File: src/rtl/alu_txn_driver.sv
// -----------------------------------------------------------------------------
// alu_txn_driver
//
// Initiator-side driver for the ALU operand interface. Accepts one operation at
// a time on a valid/ready request port, drives CE/MODE/CMD/INP_VALID/OPA/OPB/CIN
// following the ALU's operand-validity rules, captures RES and the flags after
// the configured latency, and returns them on a valid/ready response port.
//
// Optional feature macro:
//   ALU_DRV_SPLIT_EN - compiles in split operand delivery: an A-only phase
//                      (INP_VALID=01) followed by req_gap idle cycles before
//                      the full-operand phase. Undefined: req_split/req_gap
//                      are ignored and every legal op is issued in one cycle.
//
// Parameters:
//   WIDTH      operand width (RES is WIDTH+1)
//   CMD_WIDTH  command width
//   RES_LAT    cycles from the last drive cycle to RES valid (>= 1)
//
// Ports:
//   clk, rst                 rising-edge clock, async active-low reset
//   req_valid / req_ready    request handshake
//   req_mode, req_cin        MODE and CIN for the operation
//   req_split, req_gap       split delivery request and A-to-full idle cycles
//   req_cmd, req_opa/opb     command and operands
//   CE, MODE, CIN, CMD       ALU control outputs (registered)
//   INP_VALID, OPA, OPB      ALU operand outputs (registered)
//   RES, ERR..E              ALU result and flags
//   rsp_valid / rsp_ready    response handshake
//   rsp_res, rsp_flags       captured RES and {ERR,OFLOW,COUT,G,L,E}
//   rsp_illegal              command rejected, ALU never driven
// -----------------------------------------------------------------------------
module alu_txn_driver #(
  parameter int WIDTH     = 8,
  parameter int CMD_WIDTH = 4,
  parameter int RES_LAT   = 1
) (
  input  logic                 clk,
  input  logic                 rst,
  input  logic                 req_valid,
  output logic                 req_ready,
  input  logic                 req_mode,
  input  logic                 req_cin,
  input  logic                 req_split,
  input  logic [CMD_WIDTH-1:0] req_cmd,
  input  logic [WIDTH-1:0]     req_opa,
  input  logic [WIDTH-1:0]     req_opb,
  input  logic [3:0]           req_gap,
  output logic                 CE,
  output logic                 MODE,
  output logic                 CIN,
  output logic [CMD_WIDTH-1:0] CMD,
  output logic [1:0]           INP_VALID,
  output logic [WIDTH-1:0]     OPA,
  output logic [WIDTH-1:0]     OPB,
  input  logic [WIDTH:0]       RES,
  input  logic                 ERR,
  input  logic                 OFLOW,
  input  logic                 COUT,
  input  logic                 G,
  input  logic                 L,
  input  logic                 E,
  output logic                 rsp_valid,
  input  logic                 rsp_ready,
  output logic [WIDTH:0]       rsp_res,
  output logic [5:0]           rsp_flags,
  output logic                 rsp_illegal
);

  // Wide enough to hold RES_LAT, the longest wait countdown start value.
  localparam int LAT_W = $clog2(RES_LAT + 2);

  typedef enum logic [2:0] {
    S_IDLE,
    S_DRV_A,
    S_GAP,
    S_DRV,
    S_WAIT,
    S_RESP
  } state_e;

  // Required INP_VALID code for a command; 2'b00 marks an illegal command.
  // Bit 0 = OPA valid, bit 1 = OPB valid.
  function automatic logic [1:0] req_code(input logic mode, input logic [CMD_WIDTH-1:0] cmd);
    logic [31:0] c;
    c = 32'(cmd);
    req_code = 2'b00;
    if (mode) begin
      if (c <= 3 || (c >= 8 && c <= 10)) req_code = 2'b11;
      else if (c == 4 || c == 5)         req_code = 2'b01;
      else if (c == 6 || c == 7)         req_code = 2'b10;
    end else begin
      if (c <= 5 || c == 12 || c == 13)     req_code = 2'b11;
      else if (c == 6 || c == 8 || c == 9)  req_code = 2'b01;
      else if (c == 7 || c == 10 || c == 11) req_code = 2'b10;
    end
  endfunction

  // Arithmetic-mode CMD 9 and 10 take one extra result cycle in the ALU.
  function automatic logic long_lat(input logic mode, input logic [CMD_WIDTH-1:0] cmd);
    long_lat = mode && (32'(cmd) == 9 || 32'(cmd) == 10);
  endfunction

  state_e                 state_q, state_d;
  logic                   mode_q, mode_d;
  logic                   cin_q, cin_d;
  logic [CMD_WIDTH-1:0]   cmd_q, cmd_d;
  logic [WIDTH-1:0]       opa_q, opa_d;
  logic [WIDTH-1:0]       opb_q, opb_d;
  logic [1:0]             code_q, code_d;
  logic [LAT_W-1:0]       wait_cnt_q, wait_cnt_d;
`ifdef ALU_DRV_SPLIT_EN
  logic [3:0]             gap_q, gap_d;
  logic [3:0]             gap_cnt_q, gap_cnt_d;
`else
  logic                   unused_split;
  assign unused_split = ^{req_split, req_gap};
`endif

  // Output registers
  logic                   ready_q, ready_d;
  logic                   ce_q, ce_d;
  logic                   alu_mode_q, alu_mode_d;
  logic                   alu_cin_q, alu_cin_d;
  logic [CMD_WIDTH-1:0]   alu_cmd_q, alu_cmd_d;
  logic [1:0]             inp_valid_q, inp_valid_d;
  logic [WIDTH-1:0]       alu_opa_q, alu_opa_d;
  logic [WIDTH-1:0]       alu_opb_q, alu_opb_d;
  logic                   rsp_valid_q, rsp_valid_d;
  logic [WIDTH:0]         rsp_res_q, rsp_res_d;
  logic [5:0]             rsp_flags_q, rsp_flags_d;
  logic                   rsp_illegal_q, rsp_illegal_d;

  always_comb begin
    // NOTE: every signal written here gets a default first so no path leaves it unassigned, which would infer a latch.
    state_d    = state_q;
    mode_d     = mode_q;
    cin_d      = cin_q;
    cmd_d      = cmd_q;
    opa_d      = opa_q;
    opb_d      = opb_q;
    code_d     = code_q;
    wait_cnt_d = wait_cnt_q;
`ifdef ALU_DRV_SPLIT_EN
    gap_d      = gap_q;
    gap_cnt_d  = gap_cnt_q;
`endif

    unique case (state_q)
      S_IDLE: begin
        // ready_q gates acceptance so nothing is taken in the cycle after reset release.
        if (req_valid && ready_q) begin
          mode_d = req_mode;
          cin_d  = req_cin;
          cmd_d  = req_cmd;
          opa_d  = req_opa;
          opb_d  = req_opb;
          code_d = req_code(req_mode, req_cmd);
          if (code_d == 2'b00) begin
            state_d = S_RESP;
          end else begin
            state_d = S_DRV;
`ifdef ALU_DRV_SPLIT_EN
            gap_d = req_gap;
            // Only two-operand commands can be delivered in two phases.
            if (req_split && code_d == 2'b11) state_d = S_DRV_A;
`endif
          end
        end
      end
`ifdef ALU_DRV_SPLIT_EN
      S_DRV_A: begin
        if (gap_q == 4'd0) begin
          state_d = S_DRV;
        end else begin
          gap_cnt_d = gap_q - 4'd1;
          state_d   = S_GAP;
        end
      end
      S_GAP: begin
        if (gap_cnt_q == 4'd0) state_d = S_DRV;
        else                   gap_cnt_d = gap_cnt_q - 4'd1;
      end
`endif
      S_DRV: begin
        // Countdown start is (latency - 1): the last WAIT cycle is the capture edge.
        wait_cnt_d = long_lat(mode_q, cmd_q) ? LAT_W'(RES_LAT) : LAT_W'(RES_LAT - 1);
        state_d    = S_WAIT;
      end
      S_WAIT: begin
        if (wait_cnt_q == '0) state_d = S_RESP;
        else                  wait_cnt_d = wait_cnt_q - LAT_W'(1);
      end
      S_RESP: begin
        if (rsp_ready) state_d = S_IDLE;
      end
      default: state_d = S_IDLE;
    endcase

    // Outputs are decoded from the next state and registered, so every pin
    // changes only on a clock edge and matches the state it belongs to.
    ready_d       = (state_d == S_IDLE);
    ce_d          = 1'b0;
    alu_mode_d    = 1'b0;
    alu_cin_d     = 1'b0;
    alu_cmd_d     = '0;
    inp_valid_d   = 2'b00;
    alu_opa_d     = '0;
    alu_opb_d     = '0;
    rsp_valid_d   = (state_d == S_RESP);
    rsp_res_d     = '0;
    rsp_flags_d   = '0;
    rsp_illegal_d = 1'b0;

    unique case (state_d)
`ifdef ALU_DRV_SPLIT_EN
      S_DRV_A: begin
        ce_d        = 1'b1;
        alu_mode_d  = mode_d;
        alu_cin_d   = cin_d;
        alu_cmd_d   = cmd_d;
        inp_valid_d = 2'b01;
        alu_opa_d   = opa_d;
      end
      S_GAP: begin
        ce_d       = 1'b1;
        alu_mode_d = mode_d;
        alu_cin_d  = cin_d;
        alu_cmd_d  = cmd_d;
      end
`endif
      S_DRV: begin
        ce_d        = 1'b1;
        alu_mode_d  = mode_d;
        alu_cin_d   = cin_d;
        alu_cmd_d   = cmd_d;
        inp_valid_d = code_d;
        alu_opa_d   = code_d[0] ? opa_d : '0;
        alu_opb_d   = code_d[1] ? opb_d : '0;
      end
      S_WAIT: begin
        ce_d       = 1'b1;
        alu_mode_d = mode_d;
        alu_cin_d  = cin_d;
        alu_cmd_d  = cmd_d;
      end
      S_RESP: begin
        if (state_q == S_RESP) begin
          rsp_res_d     = rsp_res_q;
          rsp_flags_d   = rsp_flags_q;
          rsp_illegal_d = rsp_illegal_q;
        end else if (state_q == S_WAIT) begin
          rsp_res_d   = RES;
          rsp_flags_d = {ERR, OFLOW, COUT, G, L, E};
        end else begin
          rsp_illegal_d = 1'b1;
        end
      end
      default: ;
    endcase
  end

  always_ff @(posedge clk or negedge rst) begin
    if (!rst) begin
      state_q       <= S_IDLE;
      mode_q        <= 1'b0;
      cin_q         <= 1'b0;
      cmd_q         <= '0;
      opa_q         <= '0;
      opb_q         <= '0;
      code_q        <= 2'b00;
      wait_cnt_q    <= '0;
`ifdef ALU_DRV_SPLIT_EN
      gap_q         <= 4'd0;
      gap_cnt_q     <= 4'd0;
`endif
      ready_q       <= 1'b0;
      ce_q          <= 1'b0;
      alu_mode_q    <= 1'b0;
      alu_cin_q     <= 1'b0;
      alu_cmd_q     <= '0;
      inp_valid_q   <= 2'b00;
      alu_opa_q     <= '0;
      alu_opb_q     <= '0;
      rsp_valid_q   <= 1'b0;
      rsp_res_q     <= '0;
      rsp_flags_q   <= '0;
      rsp_illegal_q <= 1'b0;
    end else begin
      // NOTE: state uses non-blocking assignments so every register samples pre-edge values.
      state_q       <= state_d;
      mode_q        <= mode_d;
      cin_q         <= cin_d;
      cmd_q         <= cmd_d;
      opa_q         <= opa_d;
      opb_q         <= opb_d;
      code_q        <= code_d;
      wait_cnt_q    <= wait_cnt_d;
`ifdef ALU_DRV_SPLIT_EN
      gap_q         <= gap_d;
      gap_cnt_q     <= gap_cnt_d;
`endif
      ready_q       <= ready_d;
      ce_q          <= ce_d;
      alu_mode_q    <= alu_mode_d;
      alu_cin_q     <= alu_cin_d;
      alu_cmd_q     <= alu_cmd_d;
      inp_valid_q   <= inp_valid_d;
      alu_opa_q     <= alu_opa_d;
      alu_opb_q     <= alu_opb_d;
      rsp_valid_q   <= rsp_valid_d;
      rsp_res_q     <= rsp_res_d;
      rsp_flags_q   <= rsp_flags_d;
      rsp_illegal_q <= rsp_illegal_d;
    end
  end

  assign req_ready   = ready_q;
  assign CE          = ce_q;
  assign MODE        = alu_mode_q;
  assign CIN         = alu_cin_q;
  assign CMD         = alu_cmd_q;
  assign INP_VALID   = inp_valid_q;
  assign OPA         = alu_opa_q;
  assign OPB         = alu_opb_q;
  assign rsp_valid   = rsp_valid_q;
  assign rsp_res     = rsp_res_q;
  assign rsp_flags   = rsp_flags_q;
  assign rsp_illegal = rsp_illegal_q;

endmodule

File: config.mk
export PLATFORM = sky130hd
export DESIGN_NAME = alu_txn_driver
export DESIGN_NICKNAME = d
export VERILOG_FILES = /design/src/rtl/alu_txn_driver.sv
export SDC_FILE = /design/constraint.sdc
export NUM_CORES = 1
export LEC_CHECK = 0
export CORE_UTILIZATION = 49
export CTS_CLUSTER_DIAMETER = 30
export DETAILED_ROUTE_END_ITERATION = 6
export MAX_ROUTING_LAYER = met4
export PLACE_DENSITY = 0.84
export SLEW_MARGIN = 10
export SYNTH_ARGS = -nofsm -noshare
export SYNTH_HDL_FRONTEND = slang
export SYNTH_SLANG_ARGS = --single-unit
File: constraint.sdc
create_clock -name clk -period 3.27 [get_ports clk]
set_clock_uncertainty 0.05 [all_clocks]
set_input_delay 0.654 -clock clk [delete_from_list [all_inputs] [get_ports clk]]
set_output_delay 0.654 -clock clk [all_outputs]
set_load 0.01 [all_outputs]
==> results of run 1 <==
## power by group through the flow
stage | registers, W | logic, W | clock network [W]
after floorplan | 0.00127 | 0.000609 | 0
final | 0.00124 | 0.00100 | 0.000619
after detailed placement | 0.00125 | 0.00101 | 0
after global routing | 0.00126 | 0.00110 | 0.000667
after global placement | 0.00124 | 0.000977 | 0
after CTS | 0.00124 | 0.00101 | 0.000628
## through the flow
stage               worst slack [ns]  utilization, %  hold slack, ns
floorplan                       1.29               -           0.308
global placement               0.551            69.4           0.414
detailed placement             0.458            69.4           0.431
CTS                            0.802            72.7           0.264
global route                   0.599            72.7           0.308
finish                         0.799            72.7           0.255
## layout make-up
| class | count | area [um^2] | area share [%] |
|---|---|---|---|
| Sequential cell | 70 | 1750 | 46.0 |
| Multi-Input combinational cell | 131 | 905 | 23.8 |
| Timing Repair Buffer | 88 | 863 | 22.7 |
| Clock buffer | 13 | 169 | 4.44 |
| Tap cell | 70 | 87.6 | 2.30 |
| Inverter | 7 | 26.3 | 0.690 |
| Clock inverter | 1 | 5.00 | 0.131 |
## synth_stat cells, drive strengths merged
cell,n,area (um^2)
dfrtp,70,1750
nand2,26,97.6
nor2b,18,113
mux2,16,180
nor2,16,60.1
a22oi,15,113
inv,7,26.3
buf,5,43.8
clkbuf,5,18.8
a22o,4,35.0
o21ai,4,20.0
a21oi,3,15.0
a2bb2oi,2,17.5
and3,2,12.5
nand2b,2,12.5
nand3,2,10.0
nor3,2,15.0
a2111oi,1,8.76
a21boi,1,7.51
a2bb2o,1,10.0
a311o,1,10.0
a31oi,1,12.5
a32o,1,10.0
and2,1,6.26
ha,1,12.5
mux2i,1,10.0
nor3b,1,12.5
nor4,1,21.3
o2111ai,1,26.3
o211a,1,10.0
o211ai,1,7.51
o21a,1,7.51
o2bb2ai,1,8.76
or2,1,6.26
or4,1,7.51
xnor2,1,8.76
## final timing paths
path | from | to | slack, ns | cells after the start
setup / recovery | req_cmd[1] | rsp_flags[4]$_DFFE_PN0P_ | 0.80 | 5
hold / removal | rst | OPB[3]$_DFF_PN0_ | 0.25 | 1
setup reg to reg | state_q[0]$_DFF_PN0_ | CMD[1]$_DFF_PN0_ | 1.23 | 3
hold reg to reg | opa_q[5]$_DFF_PN0_ | opa_q[5]$_DFF_PN0_ | 0.44 | 1
max in group asynchronous | rst | CE$_DFF_PN0_ | 2.18 | 2
min in group clk | opa_q[5]$_DFF_PN0_ | opa_q[5]$_DFF_PN0_ | 0.44 | 1
## sequential cells by signal, summed over array words and instances (netlist names), 2 cells and up
name / flops
opa_q: 8
OPA: 8
wait_cnt_q: 2
INP_VALID: 2
opb_q: 8
cmd_q: 4
CMD: 4
rsp_res: 9
rsp_flags: 6
state_q: 3
OPB: 8
## cell families after synthesis
logic type / count (synthesis) / share of synthesized area (%)
AND/OR/NAND/NOR: 73 / 13.6
flip-flops: 70 / 63.8
AO/OA/AOI/OAI: 39 / 11.6
buffers and inverters: 17 / 3.24
multiplexers: 17 / 6.93
XOR/XNOR: 1 / 0.319
adder cells (fa/ha/maj): 1 / 0.456
## layer usage
metal / wire (um) / track usage, % / share of wire (%) / up-vias
met4: 176 / 13.1 / 3.1 / 0
met1: 2420 / 25.0 / 42 / 952
met3: 387 / 6.43 / 6.8 / 16
met2: 2740 / 33.8 / 48 / 73
li1: - / - / - / 925
met5: 0 / - / 0 / -
==> results.tsv, run 1 <==
metric	value	unit
grt_remaining_overflow	0	
drive_gt1_share	13.2	%
clk_latency	0.34	ns
cts.sinks	70	
grt_pass1_wl	9520	um
drc	0	
p_switching	0.000881	W
port_buffers	83	
min_period	2.47	ns
final_cell_mix	clkdlybuf4s50_1 (82), dfrtp_1 (70), nand2_1 (26)	
antenna_found_initial	0	
die_w	76.9	um
firstDrtPassIters	4	
power	0.00286	W
area_growth	38.7	%
cts_root_buffer	clkbuf_8	
nets	354	
maxCapViolCount	0	
cts_made_buffers	9	
cts_buffer_depth	2	
post_cts_resize_count	0	
fillers	370	
clk_pin_slew	0.06	ns
via_count	1966	
p_seq_share	43.2	%
post-route-period-util	75.6	%
synth.avg_cell_area	12.6	um^2
core_area	0.00524	mm^2
power_density	751	mW/mm^2
wl_per_cell	15.0	um
drtAntennaViolNets	0	
vias_per_cell	5.17	
worstPathCellList	clkdlybuf4s50_1 > a21oi_1 > o21ai_0 > a31oi_2 > nor2_1	
max_freq	405	MHz
post-route-cell-area	0.00381	mm^2
hold_viol_final	0	
antenna_cells	0	
combPwrFrac	35.1	%
start_kind	input port	
worst_ep_arrival_time	2.59	ns
post_cts_buffers	0	
switching_share	30.8	%
cp_slowest_cell	a31oi_2	
layout_commonest_cell	clkdlybuf4s50_1	
max-slew-margin-rel	45.4	%
clkPwrFrac	21.7	%
cp_slowest_stage_delay	0.76	ns
worst-path-buf-inv	1	
intPower	0.00198	W
finalSetupViolCount	0	
final_cells	380	
ir_drop	448	uV
die_height	76.9	um
grt_use_total	21.8	%
cp-end-kind	flop	
rows	26	
required	3.39	ns
syn_area	0.00275	mm^2
min_path_type	in -> async	
ios	89	
p_leak	1.68	nW
grt_max_degree	28	
drt-initial-drc-count	151	
post_dp_cell_area	0.00363	mm^2
seq_area_frac_synth	63.8	%
holdBufCountCts	0	
worst_slew_pin_slew	0.816	ns
dp.cells	366	
drt-total-wl	5720	um
hpwlAfterDp	4050	um
slew_viol_final	0	
synth_fp_nets	265	
synth_seq_cells	70	
ys.warnings.count	0	
synth.distinct_cells	38	
cts_tree	yes	
rsz0062_at_grt	no	
floorplan.die_area	0.00591	mm^2
place.gp.congestion	0.806	
crit_family	compound AO/OA/AOI/OAI gates	
status	complete, no violations	
grt_pass1_vias	2044	
critPathKind	in -> reg	
tns	0	ns
cts-htree-levels	3	
synth_cells	218	
worstPathMaxFanout	17	
start_util	52.4	%
(Power assumes the default switching activity.)
==> inputs of run 2 (changes only) <==
Settings changed: CORE_UTILIZATION 49 to 41, PLACE_DENSITY 0.84 to 0.75.
Clock period 3.27 ns to 2.09 ns, I/O delays scaled along.
==> run 2 against run 1 <==
The flow now finishes with violations (DRC). Total power is 63% higher. Sequential share of layout area shrank 2.0 points. Clock power is 62% higher. Die area rose by 19%. Final area grew 4.5%. Non-clock buffer count is 16 higher. Largest cell class unchanged.
==> results.tsv, run 2 (synthesized netlist as in run 1, its figures left out) <==
metric	value	unit
drtAntennaViolNets	0	
antenna_found_initial	0	
worstPathMaxFanout	9	
final-seq-area	0.00175	mm^2
grt_remaining_overflow	0	
cp-end-kind	flop	
drive_gt1_share	16.9	%
grt_max_degree	38	
grt_pass1_vias	2162	
post-route-period-util	92.5	%
ios	89	
ir_drop	603	uV
worst_slew_pin_slew	0.619	ns
clk_latency	0.33	ns
power_density	1170	mW/mm^2
dp.cells	388	
rows	29	
final_cells	402	
clk_pin_slew	0.06	ns
switching_share	30.0	%
p_seq_share	41.3	%
combPwrFrac	37.2	%
p_leak	1.77	nW
hold_viol_final	0	
post_cts_buffers	0	
required	2.30	ns
rsz0062_at_grt	no	
cts_buffer_depth	2	
wl_per_cell	14.9	um
largest_register_ffs	9	
drt-initial-drc-count	174	
start_kind	input port	
layout_commonest_cell	clkdlybuf4s50_1	
violations	DRC	
min_path_type	reg -> reg	
worst_ep_arrival_time	2.14	ns
place.gp.congestion	0.758	
p_switching	0.00140	W
drc	8	
cts-htree-levels	3	
whs	0.438	ns
nets	370	
cts.sinks	70	
post_cts_resize_count	0	
maxCapViolCount	0	
drt-total-wl	5970	um
min_period	1.93	ns
cts_root_buffer	clkbuf_8	
critPathKind	in -> reg	
area_growth	44.9	%
firstDrtPassIters	6	
vias_per_cell	5.06	
status	finished, violations left	
intPower	0.00326	W
start_util	42.7	%
die_w	83.8	um
die_height	83.8	um
holdBufCountCts	1	
cts_made_buffers	9	
max_freq	517	MHz
clkPwrFrac	21.5	%
via_count	2036	
utilization	62.0	%
core_area	0.00642	mm^2
final_cell_mix	clkdlybuf4s50_1 (82), dfrtp_1 (70), nand2_1 (26)	
hpwlAfterDp	4240	um
floorplan.die_area	0.00703	mm^2
grt_pass1_wl	10200	um
fillers	497	
slew_viol_final	0	
max-slew-margin-rel	58.7	%
rrSetupSlack	0.18	ns
port_buffers	83	
multiInputGateArea	905	um^2
grt_use_total	19.4	%
finalSetupViolCount	0	
cts_tree	yes	
antenna_cells	0	
==> run 2: cell count changes in the layout (fill, tap and decap cells not counted) <==
cell,previous run,this run
buf_12,0,3
buf_4,5,17
bufinv_16,0,1
clkbuf_8,12,10
dlygate4sd3_1,0,1
==> run 2: layout make-up <==
cell class	count	share of cell area, %
clock buffer	11	3.55
clock inverter	2	0.881
inverter	7	0.660
multi-input combinational	131	22.7
sequential	70	44.0
tap	77	2.42
timing repair buffer	104	25.7
==> run 2: per-layer routing <==
metal	up-vias	routed length (um)	global-route usage, %
met2	66	2920	29.4
met1	997	2500	23.1
li1	957	-	-
met5	-	0	-
met3	16	375	6.13
met4	0	174	10.8
==> run 2: path summary, 6_finish.rpt <==
kind	from	to	cells past startpoint
max	req_valid	OPA[0]$_DFF_PN0_	5
min in group asynchronous	rst	rsp_res[6]$_DFFE_PN0P_	2
max in group asynchronous	rst	OPA[2]$_DFF_PN0_	3
min	cin_q$_DFF_PN0_	cin_q$_DFF_PN0_	2
max reg2reg	state_q[1]$_DFF_PN0_	OPA[0]$_DFF_PN0_	3
min reg2reg	cin_q$_DFF_PN0_	cin_q$_DFF_PN0_	2
==> run 2: power by group through the flow <==
stage / registers, W / clock network, W / logic (W)
finish: 0.00192 / 0.00100 / 0.00173
global route: 0.00196 / 0.00108 / 0.00190
CTS: 0.00193 / 0.00103 / 0.00175
detailed placement: 0.00195 / 0 / 0.00174
global placement: 0.00193 / 0 / 0.00169
floorplan: 0.00198 / 0 / 0.000953
==> run 2: through the flow <==
stage               worst slack (ns)  power [W]  setup TNS (ns)  instance area (um^2)
global placement              -0.143    0.00363           -2.88                  3790
CTS                            0.154    0.00471               0                  3980
global route                  0.0842    0.00494               0                  3980
finish                         0.157    0.00465               0                  3980
detailed placement            -0.196    0.00369           -3.33                  3790
floorplan                      0.250    0.00294               0                  2750
==> run 2: worst max-delay path, cell delays in order <==
cell and delay [ns]:
clkdlybuf4s50_1 0.45, nand2_1 0.07, or4_1 0.55, a311o_1 0.47, nor2b_1 0.17
